### config.mk
export PLATFORM = sky130hd
export DESIGN_NAME = bram_rd_master_flat
export DESIGN_NICKNAME = d
export VERILOG_FILES = /design/src/rtl/bram_rd_pkg.sv /design/src/rtl/bram_rd_master_if.sv /design/src/rtl/bram_rd_fifo.sv /design/src/rtl/bram_rd_master.sv /design/src/flat_wrapper.sv
export SDC_FILE = /design/constraint.sdc
export NUM_CORES = 1
export LEC_CHECK = 0
export BUFFER_PORTS_ARGS = -buffer_cell sky130_fd_sc_hd__buf_2
export CORE_MARGIN = 2
export CORE_UTILIZATION = 40
export CTS_CLUSTER_SIZE = 14
export DETAILED_ROUTE_END_ITERATION = 8
export PLACE_DENSITY_LB_ADDON = 0.15
export SLEW_MARGIN = 20
export SYNTH_ARGS = -nofsm -noshare
export SYNTH_HDL_FRONTEND = slang
export SYNTH_SLANG_ARGS = --single-unit
### constraint.sdc
create_clock -name clk -period 4.6 [get_ports clk]
set_clock_uncertainty 0.1 [all_clocks]
set_input_delay 0 -clock clk [delete_from_list [all_inputs] [get_ports clk]]
set_output_delay 0 -clock clk [all_outputs]
set_load 0.02 [all_outputs]
### src/rtl/bram_rd_pkg.sv
`default_nettype none
// ============================================================================
//  Package : bram_rd_pkg
//  Shared types and constants for the BRAM read initiator.
//  Rev     : 1.0
// ============================================================================
package bram_rd_pkg;

    localparam int WORD_BYTES  = 4;
    localparam int BRAM_ADDR_W = 32;
    localparam int DATA_W      = 32;

    typedef enum logic [1:0] {
        IDLE  = 2'd0,
        RUN   = 2'd1,
        DRAIN = 2'd2,
        DONE  = 2'd3
    } state_t;

    // Byte addresses are word aligned by clearing the two low bits.
    function automatic logic [BRAM_ADDR_W-1:0] word_align(input logic [BRAM_ADDR_W-1:0] addr);
        return {addr[BRAM_ADDR_W-1:2], 2'b00};
    endfunction

endpackage : bram_rd_pkg
`default_nettype wire

### src/rtl/bram_rd_master_if.sv
`default_nettype none
// ============================================================================
//  Interface : bram_rd_master_if
//  BRAM port plus valid/ready output stream of the BRAM read initiator.
//  Rev       : 1.0
// ============================================================================
interface bram_rd_master_if;
    import bram_rd_pkg::*;

    logic [BRAM_ADDR_W-1:0] bram_addr;
    logic                   bram_en;
    logic [3:0]             bram_wen;
    logic [DATA_W-1:0]      bram_din;
    logic [DATA_W-1:0]      bram_dout;
    logic [DATA_W-1:0]      m_data;
    logic                   m_valid;
    logic                   m_ready;

    modport master (
        output bram_addr, bram_en, bram_wen, bram_din, m_data, m_valid,
        input  bram_dout, m_ready
    );

    modport slave (
        input  bram_addr, bram_en, bram_wen, bram_din, m_data, m_valid,
        output bram_dout, m_ready
    );

endinterface : bram_rd_master_if
`default_nettype wire

### src/rtl/bram_rd_fifo.sv
`default_nettype none
// ============================================================================
//  Module : bram_rd_fifo
//  Synchronous DEPTH x DATA_W FIFO with occupancy count; same-cycle push+pop.
//  Rev    : 1.0
// ============================================================================
module bram_rd_fifo
    import bram_rd_pkg::*;
#(
    parameter int DEPTH   = 2,
    parameter int WIDTH   = DATA_W,
    parameter int COUNT_W = $clog2(DEPTH) + 1
) (
    input  logic               clk,
    input  logic               rst,
    input  logic               push,
    input  logic [WIDTH-1:0]   push_data,
    input  logic               pop,
    output logic [WIDTH-1:0]   head,
    output logic               empty,
    output logic [COUNT_W-1:0] count
);

    localparam int PTR_W = $clog2(DEPTH);
    localparam logic [COUNT_W-1:0] c_depth = COUNT_W'(DEPTH);

    logic [WIDTH-1:0]   r_mem [DEPTH];
    logic [PTR_W-1:0]   r_wr_ptr;
    logic [PTR_W-1:0]   r_rd_ptr;
    logic [COUNT_W-1:0] r_count;
    logic               w_full;
    logic               w_pop;

    assign empty  = (r_count == '0);
    assign w_full = (r_count == c_depth);
    assign w_pop  = pop && !empty;
    assign count  = r_count;
    // Head reads as zero while empty so the stream data is clean after reset.
    assign head   = empty ? '0 : r_mem[r_rd_ptr];

    always_ff @(posedge clk) begin
        if (push) begin
            r_mem[r_wr_ptr] <= push_data;
        end
    end

    always_ff @(posedge clk) begin
        if (rst) begin
            r_wr_ptr <= '0;
            r_rd_ptr <= '0;
            r_count  <= '0;
        end else begin
            if (push) begin
                r_wr_ptr <= r_wr_ptr + PTR_W'(1);
            end
            if (w_pop) begin
                r_rd_ptr <= r_rd_ptr + PTR_W'(1);
            end
            case ({push, w_pop})
                2'b10:   r_count <= r_count + COUNT_W'(1);
                2'b01:   r_count <= r_count - COUNT_W'(1);
                default: r_count <= r_count;
            endcase
        end
    end

    a_no_overflow : assert property (@(posedge clk) disable iff (rst) !(push && w_full && !w_pop))
        else $error("bram_rd_fifo: push into full FIFO");

endmodule : bram_rd_fifo
`default_nettype wire

### src/rtl/bram_rd_master.sv
`default_nettype none
// ============================================================================
//  Module : bram_rd_master
//  Reads num_words consecutive BRAM words from base_addr and streams them out.
//  Option : define BRAM_RD_STRIDE_EN to add a word-stride input.
//  Rev    : 1.0
// ============================================================================
module bram_rd_master
    import bram_rd_pkg::*;
#(
    parameter int CNT_W      = 16,
    parameter int FIFO_DEPTH = 2
) (
    input  logic                   clk,
    input  logic                   rst,
    input  logic                   start,
    input  logic [BRAM_ADDR_W-1:0] base_addr,
    input  logic [CNT_W-1:0]       num_words,
`ifdef BRAM_RD_STRIDE_EN
    input  logic [15:0]            stride,
`endif
    output logic                   busy,
    output logic                   done,
    bram_rd_master_if.master       bus
);

    localparam int FC_W = $clog2(FIFO_DEPTH) + 1;
    localparam logic [FC_W:0] c_depth = (FC_W + 1)'(FIFO_DEPTH);

    state_t                 r_state;
    logic                   r_busy;
    logic                   r_done;
    logic                   r_inflight;
    logic [BRAM_ADDR_W-1:0] r_addr;
    logic [CNT_W-1:0]       r_issued;
    logic [CNT_W-1:0]       r_num;
`ifdef BRAM_RD_STRIDE_EN
    logic [15:0]            r_stride;
`endif

    logic [FC_W-1:0]        w_fifo_count;
    logic                   w_fifo_empty;
    logic [DATA_W-1:0]      w_fifo_head;
    logic                   w_pop;
    logic [FC_W:0]          w_occ;
    logic                   w_issue;
    logic                   w_last_issue;
    logic                   w_last_pop;
    logic [BRAM_ADDR_W-1:0] w_step;

    bram_rd_fifo #(
        .DEPTH   (FIFO_DEPTH),
        .WIDTH   (DATA_W),
        .COUNT_W (FC_W)
    ) u_fifo (
        .clk       (clk),
        .rst       (rst),
        .push      (r_inflight),
        .push_data (bus.bram_dout),
        .pop       (w_pop),
        .head      (w_fifo_head),
        .empty     (w_fifo_empty),
        .count     (w_fifo_count)
    );

    assign bus.m_valid = !w_fifo_empty;
    assign bus.m_data  = w_fifo_head;
    assign w_pop       = bus.m_valid && bus.m_ready;

    // Slots already claimed once this cycle's pop frees one; a new read may
    // only be issued if its word is guaranteed a FIFO entry on arrival.
    assign w_occ = {1'b0, w_fifo_count}
                 + {{FC_W{1'b0}}, r_inflight}
                 - {{FC_W{1'b0}}, w_pop};

    assign w_issue      = (r_state == RUN) && (r_issued < r_num) && (w_occ < c_depth);
    assign w_last_issue = w_issue && (r_issued == r_num - CNT_W'(1));
    assign w_last_pop   = w_pop && (w_fifo_count == FC_W'(1)) && !r_inflight;

`ifdef BRAM_RD_STRIDE_EN
    assign w_step = BRAM_ADDR_W'({r_stride, 2'b00});
`else
    assign w_step = BRAM_ADDR_W'(WORD_BYTES);
`endif

    assign bus.bram_en   = w_issue;
    assign bus.bram_addr = r_addr;
    assign bus.bram_wen  = 4'b0000;
    assign bus.bram_din  = '0;
    assign busy          = r_busy;
    assign done          = r_done;

    always_ff @(posedge clk) begin
        if (rst) begin
            r_state    <= IDLE;
            r_busy     <= 1'b0;
            r_done     <= 1'b0;
            r_inflight <= 1'b0;
            r_addr     <= '0;
            r_issued   <= '0;
            r_num      <= '0;
`ifdef BRAM_RD_STRIDE_EN
            r_stride   <= '0;
`endif
        end else begin
            // Read data returns one cycle after the strobe and is pushed then.
            r_inflight <= w_issue;
            r_done     <= 1'b0;
            case (r_state)
                IDLE: begin
                    if (start) begin
                        r_addr   <= word_align(base_addr);
                        r_num    <= num_words;
                        r_issued <= '0;
`ifdef BRAM_RD_STRIDE_EN
                        r_stride <= stride;
`endif
                        r_busy   <= 1'b1;
                        if (num_words == '0) begin
                            r_state <= DONE;
                            r_done  <= 1'b1;
                        end else begin
                            r_state <= RUN;
                        end
                    end
                end
                RUN: begin
                    if (w_issue) begin
                        r_addr   <= r_addr + w_step;
                        r_issued <= r_issued + CNT_W'(1);
                    end
                    if (w_last_issue) begin
                        r_state <= DRAIN;
                    end
                end
                DRAIN: begin
                    if (w_last_pop) begin
                        r_state <= DONE;
                        r_done  <= 1'b1;
                    end
                end
                DONE: begin
                    r_state <= IDLE;
                    r_busy  <= 1'b0;
                end
                default: begin
                    r_state <= IDLE;
                    r_busy  <= 1'b0;
                end
            endcase
        end
    end

    a_issue_bound : assert property (@(posedge clk) disable iff (rst) bus.bram_en |-> (r_issued < r_num))
        else $error("bram_rd_master: read issued beyond num_words");

endmodule : bram_rd_master
`default_nettype wire
### src/flat_wrapper.sv
// flat-port wrapper written by rule: the top's interface ports become plain ports
module bram_rd_master_flat import bram_rd_pkg::*;
#(
    parameter int CNT_W      = 16,
    parameter int FIFO_DEPTH = 2
)
  (clk, rst, start, base_addr, num_words, busy, done, bus_bram_addr, bus_bram_en, bus_bram_wen, bus_bram_din, bus_m_data, bus_m_valid, bus_bram_dout, bus_m_ready);
  bram_rd_master_if bus_i ();
  input  logic clk;
  input  logic rst;
  input  logic start;
  input  logic [BRAM_ADDR_W-1:0] base_addr;
  input  logic [CNT_W-1:0] num_words;
  output logic busy;
  output logic done;
  output wire logic [$bits(bus_i.bram_addr)-1:0] bus_bram_addr;
  output wire logic [$bits(bus_i.bram_en)-1:0] bus_bram_en;
  output wire logic [$bits(bus_i.bram_wen)-1:0] bus_bram_wen;
  output wire logic [$bits(bus_i.bram_din)-1:0] bus_bram_din;
  output wire logic [$bits(bus_i.m_data)-1:0] bus_m_data;
  output wire logic [$bits(bus_i.m_valid)-1:0] bus_m_valid;
  input wire logic [$bits(bus_i.bram_dout)-1:0] bus_bram_dout;
  input wire logic [$bits(bus_i.m_ready)-1:0] bus_m_ready;
  assign bus_bram_addr = bus_i.bram_addr;
  assign bus_bram_en = bus_i.bram_en;
  assign bus_bram_wen = bus_i.bram_wen;
  assign bus_bram_din = bus_i.bram_din;
  assign bus_m_data = bus_i.m_data;
  assign bus_m_valid = bus_i.m_valid;
  assign bus_i.bram_dout = bus_bram_dout;
  assign bus_i.m_ready = bus_m_ready;
  bram_rd_master #(.CNT_W(CNT_W), .FIFO_DEPTH(FIFO_DEPTH)) u_core (.clk(clk), .rst(rst), .start(start), .base_addr(base_addr), .num_words(num_words), .busy(busy), .done(done), .bus(bus_i));
endmodule
# ---- Yosys cells after proc, flatten, opt, wreduce, memory -nomap -nowiden
# Memory sizes are Yosys's and may differ from the RTL's. A register that Yosys moved wholly into a read port is not among the register bits.
# Cells that the tools add are included.
dict set report classes {
  reduce_logical 19
  eq_ne 11
  order_cmp 2
  n_addsub 9
  n_mux 23
}
# cell count
set ops {}
lappend ops {{2-to-1 mux 32 bit} 3}
lappend ops {{case mux 32 bit (2 select lines)} 1}
lappend ops {{adder 32 x 3 -> 32 bit (second input constant)} 1}
lappend ops {{2-to-1 mux 16 bit} 2}
lappend ops {{case mux 16 bit (2 select lines)} 1}
lappend ops {{adder 16 x 1 -> 16 bit (second input constant)} 1}
lappend ops {{== test 16 bit} 1}
lappend ops {{logical NOT 16 bit} 1}
lappend ops {{< comparator 16 bit} 1}
lappend ops {{subtractor 16 x 1 -> 16 bit (second input constant)} 1}
lappend ops {{2-to-1 mux 1 bit} 8}
lappend ops {{2-to-1 mux 2 bit} 4}
lappend ops {{case mux 2 bit (4 select lines)} 1}
lappend ops {{logical AND 1 bit} 7}
lappend ops {{== test 2 x 1 -> 1 bit (second input constant)} 3}
lappend ops {{== test 2 bit (second input constant)} 3}
lappend ops {{!= test 2 x 1 -> 1 bit (second input constant)} 3}
lappend ops {{AND reduction 3 bit} 2}
lappend ops {{nonzero test 2 bit} 3}
lappend ops {{logical NOT 2 bit} 2}
lappend ops {{case mux 1 bit (2 select lines)} 2}
lappend ops {{case mux 2 bit (2 select lines)} 1}
lappend ops {{AND reduction 2 bit} 2}
lappend ops {{adder 2 x 1 -> 3 bit} 1}
lappend ops {{7 further kinds} 9}
dict set report word_totals {
  word_cells 75
  out_inout_bits 104
  in_bits 84
  ramBits 64
  n_memories 1
  ff_bits 73
}
# name depth width read_ports rd_clocked_by_memory_dff wr line_no
set mem_list {}
lappend mem_list {u_core.u_fifo.r_mem 2 32 1 1 1 bram_rd_fifo.sv:27} ;# logic [WIDTH-1:0] r_mem [DEPTH];

# ---- Longest topological paths before layout
# Gate-level depths: netlist of run 1.
dict set report logic_depth {
  word_depth 9
  depth_mapped 15
  mapped_depth_nobuf 13
}

# ---- Modules after synthesis
# A second synthesis of run 1 with hierarchy kept.
dict set report hier_totals {
  hier_cells 811
  hier_area_um2 7503.4
}
# mod n_inst cells_each area_each_um2 seq_area_each_um2
set by_module_without_submodules {}
lappend by_module_without_submodules {bram_rd_master 1 653 4893.4 1341.3}
lappend by_module_without_submodules {bram_rd_fifo 1 158 2610.0 2021.9}

# ---- Worst setup path after synthesis of run 1
# Ideal clock, no wire load.
dict set report synth_timing {
  kind {reg2reg}
  startpoint {register u_core.u_fifo.r_count[1] (netlist: u_core.u_fifo.count[1])}
  endpoint {register u_core.r_issued[10]}
  setup_slack_ps 1259
  t_arrival_ps 3113
  setup_time_ps 128
  n_path_buf 2
  synth_period_minus_slack_ps 3341
  required_ps 4372
  path_stages_with_launch 16
  path_cell_list {dfxtp_1 > inv_1 > ha_1 > clkbuf_1 > nor2b_1 > ha_1 > nor2_1 > fa_1 > nor2_1 > nand4_1 > a31oi_1 > a32oi_1 > nor2_1 > a21o_1 > clkbuf_1 > nor2_1}
}
dict set report synth_via {
  elab_chain_cells 8
  elab_cells_between_ends 9
  classes_between {add/sub (2); order compare (1); eq/ne (1); reduce/logical (5)}
}
# item line_no
set synth_rtl {}
lappend synth_rtl {{from (decl)} bram_rd_fifo.sv:30} ;# logic [COUNT_W-1:0] r_count;
lappend synth_rtl {{from (signal assigned)} bram_rd_fifo.sv:60} ;# 2'b10: r_count <= r_count + COUNT_W'(1);
lappend synth_rtl {{from (signal assigned)} bram_rd_fifo.sv:61} ;# 2'b01: r_count <= r_count - COUNT_W'(1);
lappend synth_rtl {{from (signal assigned)} bram_rd_fifo.sv:62} ;# default: r_count <= r_count;
lappend synth_rtl {{parallel branches: the longest is 3 deep, another holds adder 2 x 1 -> 3 bit} --}
lappend synth_rtl {{subtractor 3 x 1 -> 3 bit (*)} bram_rd_master.sv:74} ;# - {{FC_W{1'b0}}, w_pop};
lappend synth_rtl {{< comparator 3 x 2 -> 1 bit (*)} bram_rd_master.sv:76} ;# assign w_issue = (r_state == RUN) && (r_issued < r_num) && (w_occ < c_depth);
lappend synth_rtl {{logical AND 1 bit (*)} bram_rd_master.sv:76}
lappend synth_rtl {{!= test 2 x 1 -> 1 bit (no source line) (*)} --}
lappend synth_rtl {{AND reduction 3 bit (no source line) (*)} --}
lappend synth_rtl {{to (signal assigned)} bram_rd_master.sv:130} ;# r_issued <= r_issued + CNT_W'(1);
lappend synth_rtl {{to (decl)} bram_rd_master.sv:35} ;# logic [CNT_W-1:0] r_issued;
# Every way passes the cells marked *.
# A chain may end at the register's enable or synchronous reset.

# ---- Worst setup path after layout of run 1
dict set report layout_timing {
  startpoint {register u_core.u_fifo.r_count[1] (netlist: u_core.u_fifo.count[1])}
  endpoint {register u_core.r_issued[7]}
}
# Same word-level chain as after synthesis.

==> results.md, run 1 <==
* Die Y at 140 µm
* Most used routing layer: met2
* Crit. End Element: flip-flop
* Num ports at 188
* Pin count of the biggest net entering global routing at 59
* Post-synthesis mux area share at 4.46%
* Fin nets at approximately 1100
* Synth Area in Compound Gates at approximately 14%
* PD cells at 534 mW/mm²
* Final Routed Wirelength at about 18000 µm
* First-pass GRT wire length at between 20000 and 30000 µm
* Post-Syn Area at 0.00740 mm²
* Max-cap violations at 0
* Vias in the first global route at 5949
* Max incr delay on CP at 0.51 ns
* Routing usage on met2 at just over 30%
* Setup TNS at 0 ns
* Yosys cell types at 69
* TritonRoute pass-1 iters at 9
* # hold bufs at CTS at between 70 and 80
* Synth Flop Type: dfxtp_1
* Combinational family with the most area after synthesis: simple AND/OR/NAND/NOR gates
* CP startpoint kind: flip-flop
* Arr. time, crit path at 3.84 ns
* Status: complete, but fails checks
* Leak Pwr at 3.77 nW
* Final Cycle Share at 78.1%
* Register clock-pin slew on the reported worst setup and hold paths at 0.06 ns
* Slew @ Worst Pin at 1.01 ns
* Die area at 0.0196 mm²
* Yosys warns at 0
* Setup slack after placement at 1.02 ns
* Area Overhead vs Synth at 29.0%
* Routed Antenna Nets at 0
* # diodes at 0
* Final Hold Viols at 0
* Hold Crit Class: input port to flip-flop
* Post-Synth Simple-Gate Area at 19.3%
* Antenna violations before repair at 0
* Slowest CP cell: or2_1
* Post-synth EDFFs at 64
* Via count at 6361
* Max Slew Vio Count at 0
* Tmin final at between 3 and 4 ns
* Delay-heaviest family, CP: simple AND/OR/NAND/NOR gates
* Asr flop ratio synth at 0%
* Sequential area share after synthesis at 45.4%
* Met1 Resource Use GR at 25.1%
* Tot GR Track Use at a little under a fifth
* CTS tree: built
* Cts bufs inserted at 17
* Via density at approximately 5
* Violated checks: DRC
* Register area at 0.00336 mm²
* CTS Sinks at 136
* H-tree depth at 4
* Fraction of layout cells with a size suffix above 1 at approximately 20%
* Core Box Area at 0.0181 mm²
* RSZ-0062 raised after global routing: false
* Synth Instances at around 800
* Final setup margin at 1.01 ns
* Fillers at 1676
* Site Rows at between 40 and 50
* Wirelength per Cell at 14.7 µm
* GP Congestion at 0.794
* Syn_area_per_cell at 9.23 µm²
* Setup Viol. Count Final at 0
* Worst path bufs/invs at 2
* Total grt overflow at 0
* Grt met3 use at 4.41%
* Worst slew margin at about a third
* # Post-CTS Setup Buffers at 0
* Longest Clk Path Bufs at 2
* Xor and xnor fraction of the mapped netlist area at 4.02%
* CP Cell Sequence: inv_1 > ha_1 > nor2b_1 > ha_1 > nor2_1 > fa_1 > nor2_1 > nand4_1 > a31oi_1 > a32oi_1 > buf_4 > or2_1 > or3_1 > a21oi_1
* Post-route DRC at 16
* Worst-path maximum fanout at 22
* Die width at 140 µm
* Clock Latency Late Sink at 0.42 ns
* Multi-input logic area at approximately 0.0036 mm²
* Max VDD drop at 0.275 mV
* WS Path Type: flip-flop to flip-flop
* Initial drt markers at roughly 370
* Fmax at 0.278 GHz
* PortBufs at 147
* CTS resizes at 0
* Hpwl dp at 12200 µm
* Crit path required time at 4.84 ns
* Post-synthesis adder-cell area fraction at under 10%
* Final core utilization at between 50% and 60%
* Yosys reg bits at around 140
* Root Driver: clkbuf_16
* Initial Utilization at 40.9%
[metal layers]
layer	wire, µm	up-vias
li1	-	3210
met1	8560	2945
met2	8540	183
met3	941	23
met4	352	0
met5	0	-
[layout make-up]
class,count,share of cell area (%)
Multi-Input combinational cell,589,37.6
Sequential cell,136,35.2
Tap cell,229,3.00
Timing Repair Buffer,235,16.7
Clock inverter,15,1.85
Clock buffer,17,4.45
Inverter,30,1.18
[placed cells by master (no fill, tap or decap), types with 4 or more instances in the layout]
cell type / instances
mux2i_1: 33
nand3_1: 23
nor2_1: 82
a21oi_1: 62
o21ai_1: 17
and4_1: 8
o21ai_0: 26
inv_6: 8
nand2_1: 81
ha_1: 26
dlygate4sd3_1: 79
dfxtp_1: 71
or4_1: 4
buf_4: 9
nor2b_1: 12
clkbuf_16: 17
and2_1: 4
a211oi_1: 15
nor3_1: 16
nor4_1: 15
nand2b_1: 4
buf_2: 147
nand4_1: 13
inv_1: 29
edfxtp_1: 64
and3_1: 9
a21o_1: 8
conb_1: 38
xor2_1: 8
a31oi_1: 5
xnor2_1: 26
[metrics by stage]
step           power [W]  hold WS (ns)  area, µm²  instances
2_1_floorplan    0.00314      -0.00113       7540        839
3_3_place_gp     0.00367        0.0875       8160       1140
3_5_place_dp     0.00368        0.0915       8160       1140
4_1_cts          0.00514        0.0997       9550       1251
5_1_grt          0.00544         0.115       9550       1251
6_report         0.00510         0.104       9550       1251
[cells in the mapped netlist, types with 4 or more instances]
master,count,share of area [%]
xnor2_1,26,3.1
dfxtp_1,72,19
nand4_1,13,1.1
clkbuf_1,36,1.8
mux2i_1,33,4.5
nor2_1,84,4.3
and4_1,8,0.95
xor2_1,8,0.95
or4_1,4,0.41
nor3_1,16,1.1
buf_1,6,0.30
nor2b_1,12,1.0
ha_1,27,4.6
nor4_1,15,1.3
nand2b_1,4,0.34
a211oi_1,15,1.5
inv_1,29,1.5
edfxtp_1,64,26
a21oi_1,62,4.2
and3_1,9,0.76
nand3_1,23,1.6
o21ai_1,17,1.1
o21ai_0,26,1.8
and2_1,4,0.34
a31oi_1,5,0.42
buf_4,38,3.9
nand2_1,81,4.1
a21o_1,8,0.81
[worst reg2reg max path, delay by kind of cell (launching register included)]
kind	cells	cell delay, ns
simple gates	6	1.41
fa+ha+maj	3	0.85
compound gates	3	0.48
flops	1	0.34
buf+inv	2	0.34
[state kept, by name, indices dropped and copies added, names as in the netlist, named ones only]
register and flops:
u_core.busy 1, u_core.u_fifo.r_mem 64, u_core.r_num 16, u_core.u_fifo.r_wr_ptr 1, u_core.r_issued 16, u_core.r_state 2, u_core.u_fifo.count 2, u_core.r_inflight 1
u_core.u_fifo.r_rd_ptr 1, u_core.bus.bram_addr 30, u_core.done 1
[worst paths after layout]
| check | end | slack, ns | cells after the start | startpoint |
|---|---|---|---|---|
| setup / recovery | u_core.r_issued[7] | 1.01 | 14 | u_core.u_fifo.count[1] |
| setup reg to reg | u_core.r_issued[7] | 1.01 | 14 | u_core.u_fifo.count[1] |
| hold reg to reg | u_core.busy | 0.39 | 2 | u_core.busy |
| hold / removal | u_core.u_fifo.r_rd_ptr | 0.10 | 3 | rst |
[power by group]
group | leakage (nW) | internal, W | switching [W]
Sequential | 1.17 | 0.00148 | 0.000258
Clock | 0.296 | 0.000822 | 0.000574
Combinational | 2.31 | 0.000725 | 0.00124
Total | 3.77 | 0.00303 | 0.00207
[cell families (layout without fill, tap and decap cells)]
kind of cell               count (synthesis)  after routing
AOI/OAI and AO/OA                        165            165
xor gates and xnor gates                  34             34
adders and majority gates                 28             28
buffers and inverters                    114            297
DFF                                      136            136
muxes                                     33             33
other                                      1             38
and+or+nand+nor                          291            291
Note: power is estimated with default switching activity, not from simulation.
==> run 2: changes to the inputs <==
==> constraint.sdc (replaced) <==
create_clock -name clk -period 3 [get_ports clk]
set_clock_uncertainty 0.1 [all_clocks]
set_input_delay 0 -clock clk [delete_from_list [all_inputs] [get_ports clk]]
set_output_delay 0 -clock clk [all_outputs]
set_load 0.02 [all_outputs]
==> results.md, run 2 (synthesis gave the netlist of run 1 again) <==
* Status: complete, but fails checks (unchanged)
* Violated checks: DRC, setup timing (was DRC)
* Hpwl dp at 13000 µm (was 12200 µm)
* Die Y at 140 µm (unchanged)
* Max VDD drop at 0.522 mV (was 0.275 mV)
* TritonRoute pass-1 iters at 9 (unchanged)
* R2R cell count at 16 (was 14)
* R2r endpoint: u_core.bus.bram_addr[18] (was u_core.r_issued[7])
* Fmax at 0.331 GHz (was 0.278 GHz)
* Hold path cells at 2 (was 3)
* Site Rows at 49 (unchanged)
* Slew @ Worst Pin at 0.655 ns (was 1.01 ns)
* Area Overhead vs Synth at 37.3% (was 29.0%)
* Antenna violations before repair at 1 (was 0)
* WHS at 0.206 ns (was 0.104 ns)
* Min-delay src: bus_bram_dout[28] (was rst)
* CTS Sinks at 136 (unchanged)
* Initial Utilization at 40.9% (unchanged)
* Max FFs per register at 64 (unchanged)
* RR Startpoint: u_core.u_fifo.count[0] (was u_core.u_fifo.count[1])
* Tot GR Track Use at 19.3% (was 18.8%)
* Tmin final at 3.02 ns (was 3.59 ns)
* Die width at 140 µm (unchanged)
* Post-route total power at 0.00836 W (was 0.00510 W)
* Longest Clk Path Bufs at 2 (unchanged)
* Clock Latency Late Sink at 0.41 ns (was 0.42 ns)
* Register clock-pin slew on the reported worst setup and hold paths at 0.06 ns (about the same)
* Vias in the first global route at 6184 (was 5949)
* Non-filler instance count after layout at 1294 (was 1251)
* GP Congestion at 0.825 (was 0.794)
* Crit path required time at 3.20 ns (was 4.84 ns)
* Final core utilization at 56.2% (was 52.8%)
* Final Routed Wirelength at 19200 µm (was 18400 µm)
* Register area at 0.00337 mm² (was 0.00336 mm²)
* Most common cell after layout, fill and taps aside: buf_2 (unchanged)
* WS Path Type: flip-flop to flip-flop (unchanged)
* Final Hold Viols at 0 (unchanged)
* H-tree depth at 4 (unchanged)
* Routed Antenna Nets at 0 (unchanged)
* Via count at 6560 (was 6361)
* Initial drt markers at 295 (was 374)
* Post-route DRC at 17 (was 16)
* R2R setup slack at -0.02 ns (was 1.01 ns)
* Setup slack after placement at -0.0737 ns (was 1.02 ns)
* Total grt overflow at 0 (unchanged)
* Leak Pwr at 4.01 nW (was 3.77 nW)
* Fraction of layout cells with a size suffix above 1 at 26.7% (was 19.6%)
* Max-cap violations at 0 (unchanged)
* Hold Crit Class: input port to flip-flop (unchanged)
* PortBufs at 147 (unchanged)
* Setup Viol. Count Final at 16 (was 0)
* Hold Crit Endpoint: u_core.u_fifo.r_mem[1][28] (was u_core.u_fifo.r_rd_ptr)
* Multi-input logic area at 0.00382 mm² (was 0.00359 mm²)
* PD cells at 823 mW/mm² (was 534 mW/mm²)
* Core Box Area at 0.0181 mm² (unchanged)
* Worst-path maximum fanout at 7 (was 22)
* Die area at 0.0196 mm² (unchanged)
* Num ports at 188 (unchanged)
* Via density at 5.07 (was 5.08)
* First-pass GRT wire length at 30800 µm (was 29900 µm)
* Placed Instances at 1174 (was 1140)
* Wirelength per Cell at 14.9 µm (was 14.7 µm)
* Fin nets at 1163 (was 1121)
* Arr. time, crit path at 3.22 ns (was 3.84 ns)
* Crit. End Element: flip-flop (unchanged)
* CTS tree: built (unchanged)
* Top reg by flops: u_core.u_fifo.r_mem (unchanged)
* Final setup margin at -0.0235 ns (was 1.01 ns)
* Root Driver: clkbuf_16 (unchanged)
* Fillers at 1630 (was 1676)
* Most frequent cells in the layout: buf_2, dlygate4sd3_1, nand2_1 (was buf_2, nor2_1, nand2_1)
* Pin count of the biggest net entering global routing at 50 (was 59)
* Final Cycle Share at 101% (was 78.1%)
* Cts bufs inserted at 17 (unchanged)
* CP startpoint kind: flip-flop (unchanged)
* Worst slew margin at 56.2% (was 32.7%)
* Max Slew Vio Count at 0 (unchanged)
* RSZ-0062 raised after global routing: true (was false)
run 2: cell count changes in the layout (fill, tap and decap cells not counted), moves of 5 or more:
| cell | delta |
|---|---|
| o21ai_0 | -10 |
| o21ai_1 | +8 |
| nor2_1 | -12 |
| a21oi_2 | +7 |
| nor2_4 | +6 |
| a21oi_1 | -7 |
| inv_6 | -5 |
| buf_4 | +32 |
| nor2_2 | +6 |
run 2: cell type report:
cell class	count	area share (%)
repair buffers	277	19.9
clock buffers	17	4.19
multi-input cells	589	37.7
well taps	229	2.82
flip-flops and latches	136	33.1
clock inverters	15	1.16
diodes	1	0.0246
inverters	30	1.11
run 2: repair_timing:
action | CTS | global route
endpoints found under the hold margin | 112 | 0
buffers inserted | 2 | 3
gates resized for setup | 7 | 57
gates cloned | 1 | 2
hold buffers | 80 | 0
setup endpoints to repair | 21 | 49
pin swaps | 7 | 17
run 2: report_power, final:
part | switching, W | internal, W | leakage [nW]
logic | 0.00226 | 0.00160 | 2.58
registers | 0.000318 | 0.00227 | 1.17
clock network | 0.000843 | 0.00107 | 0.261
run 2: metal layers:
layer	vias up	wire [µm]	part of all wire, %	GRT usage (%)
met5	-	0	0	0
met4	0	232	1.2	5.79
met3	19	883	4.6	4.07
met2	172	9170	48	32.4
met1	3069	8940	46	25.3
li1	3300	-	-	-
run 2: how the worst max path moves through the flow:
stage | to | start | depth (start not counted) | slack, ns
floorplan | u_core.r_state[0] | u_core.u_fifo.count[0] | 14 | -0.05
global placement | u_core.bus.bram_addr[25] | u_core.u_fifo.count[0] | 15 | -0.01
detailed placement | u_core.bus.bram_addr[29] | u_core.u_fifo.count[0] | 15 | -0.07
CTS | u_core.bus.bram_addr[9] | u_core.u_fifo.count[0] | 16 | 0.009
global route | u_core.bus.bram_addr[2] | u_core.u_fifo.count[0] | 15 | -0.17
finish | u_core.bus.bram_addr[18] | u_core.u_fifo.count[0] | 16 | -0.02
run 2: worst max-delay path, stage by stage, from the launching register on:
cell      delay [ns]
dfxtp_2         0.33
inv_2           0.05
ha_4            0.15
nor2b_2         0.10
ha_1            0.24
nor2_2          0.09
fa_1            0.41
nor2_1          0.10
nand4_1         0.10
a31oi_2         0.22
a32oi_2         0.17
buf_4           0.18
nor2_4          0.21
buf_6           0.16
buf_16          0.13
a21o_1          0.11
a211oi_1        0.05
run 2: through the flow:
stage	setup TNS [ns]	area, µm²
detailed placement	-0.559	8470
global placement	-0.0408	8470
global route	-4.60	10200
floorplan	-0.748	7630
CTS	0	9890
finish	-0.131	10200
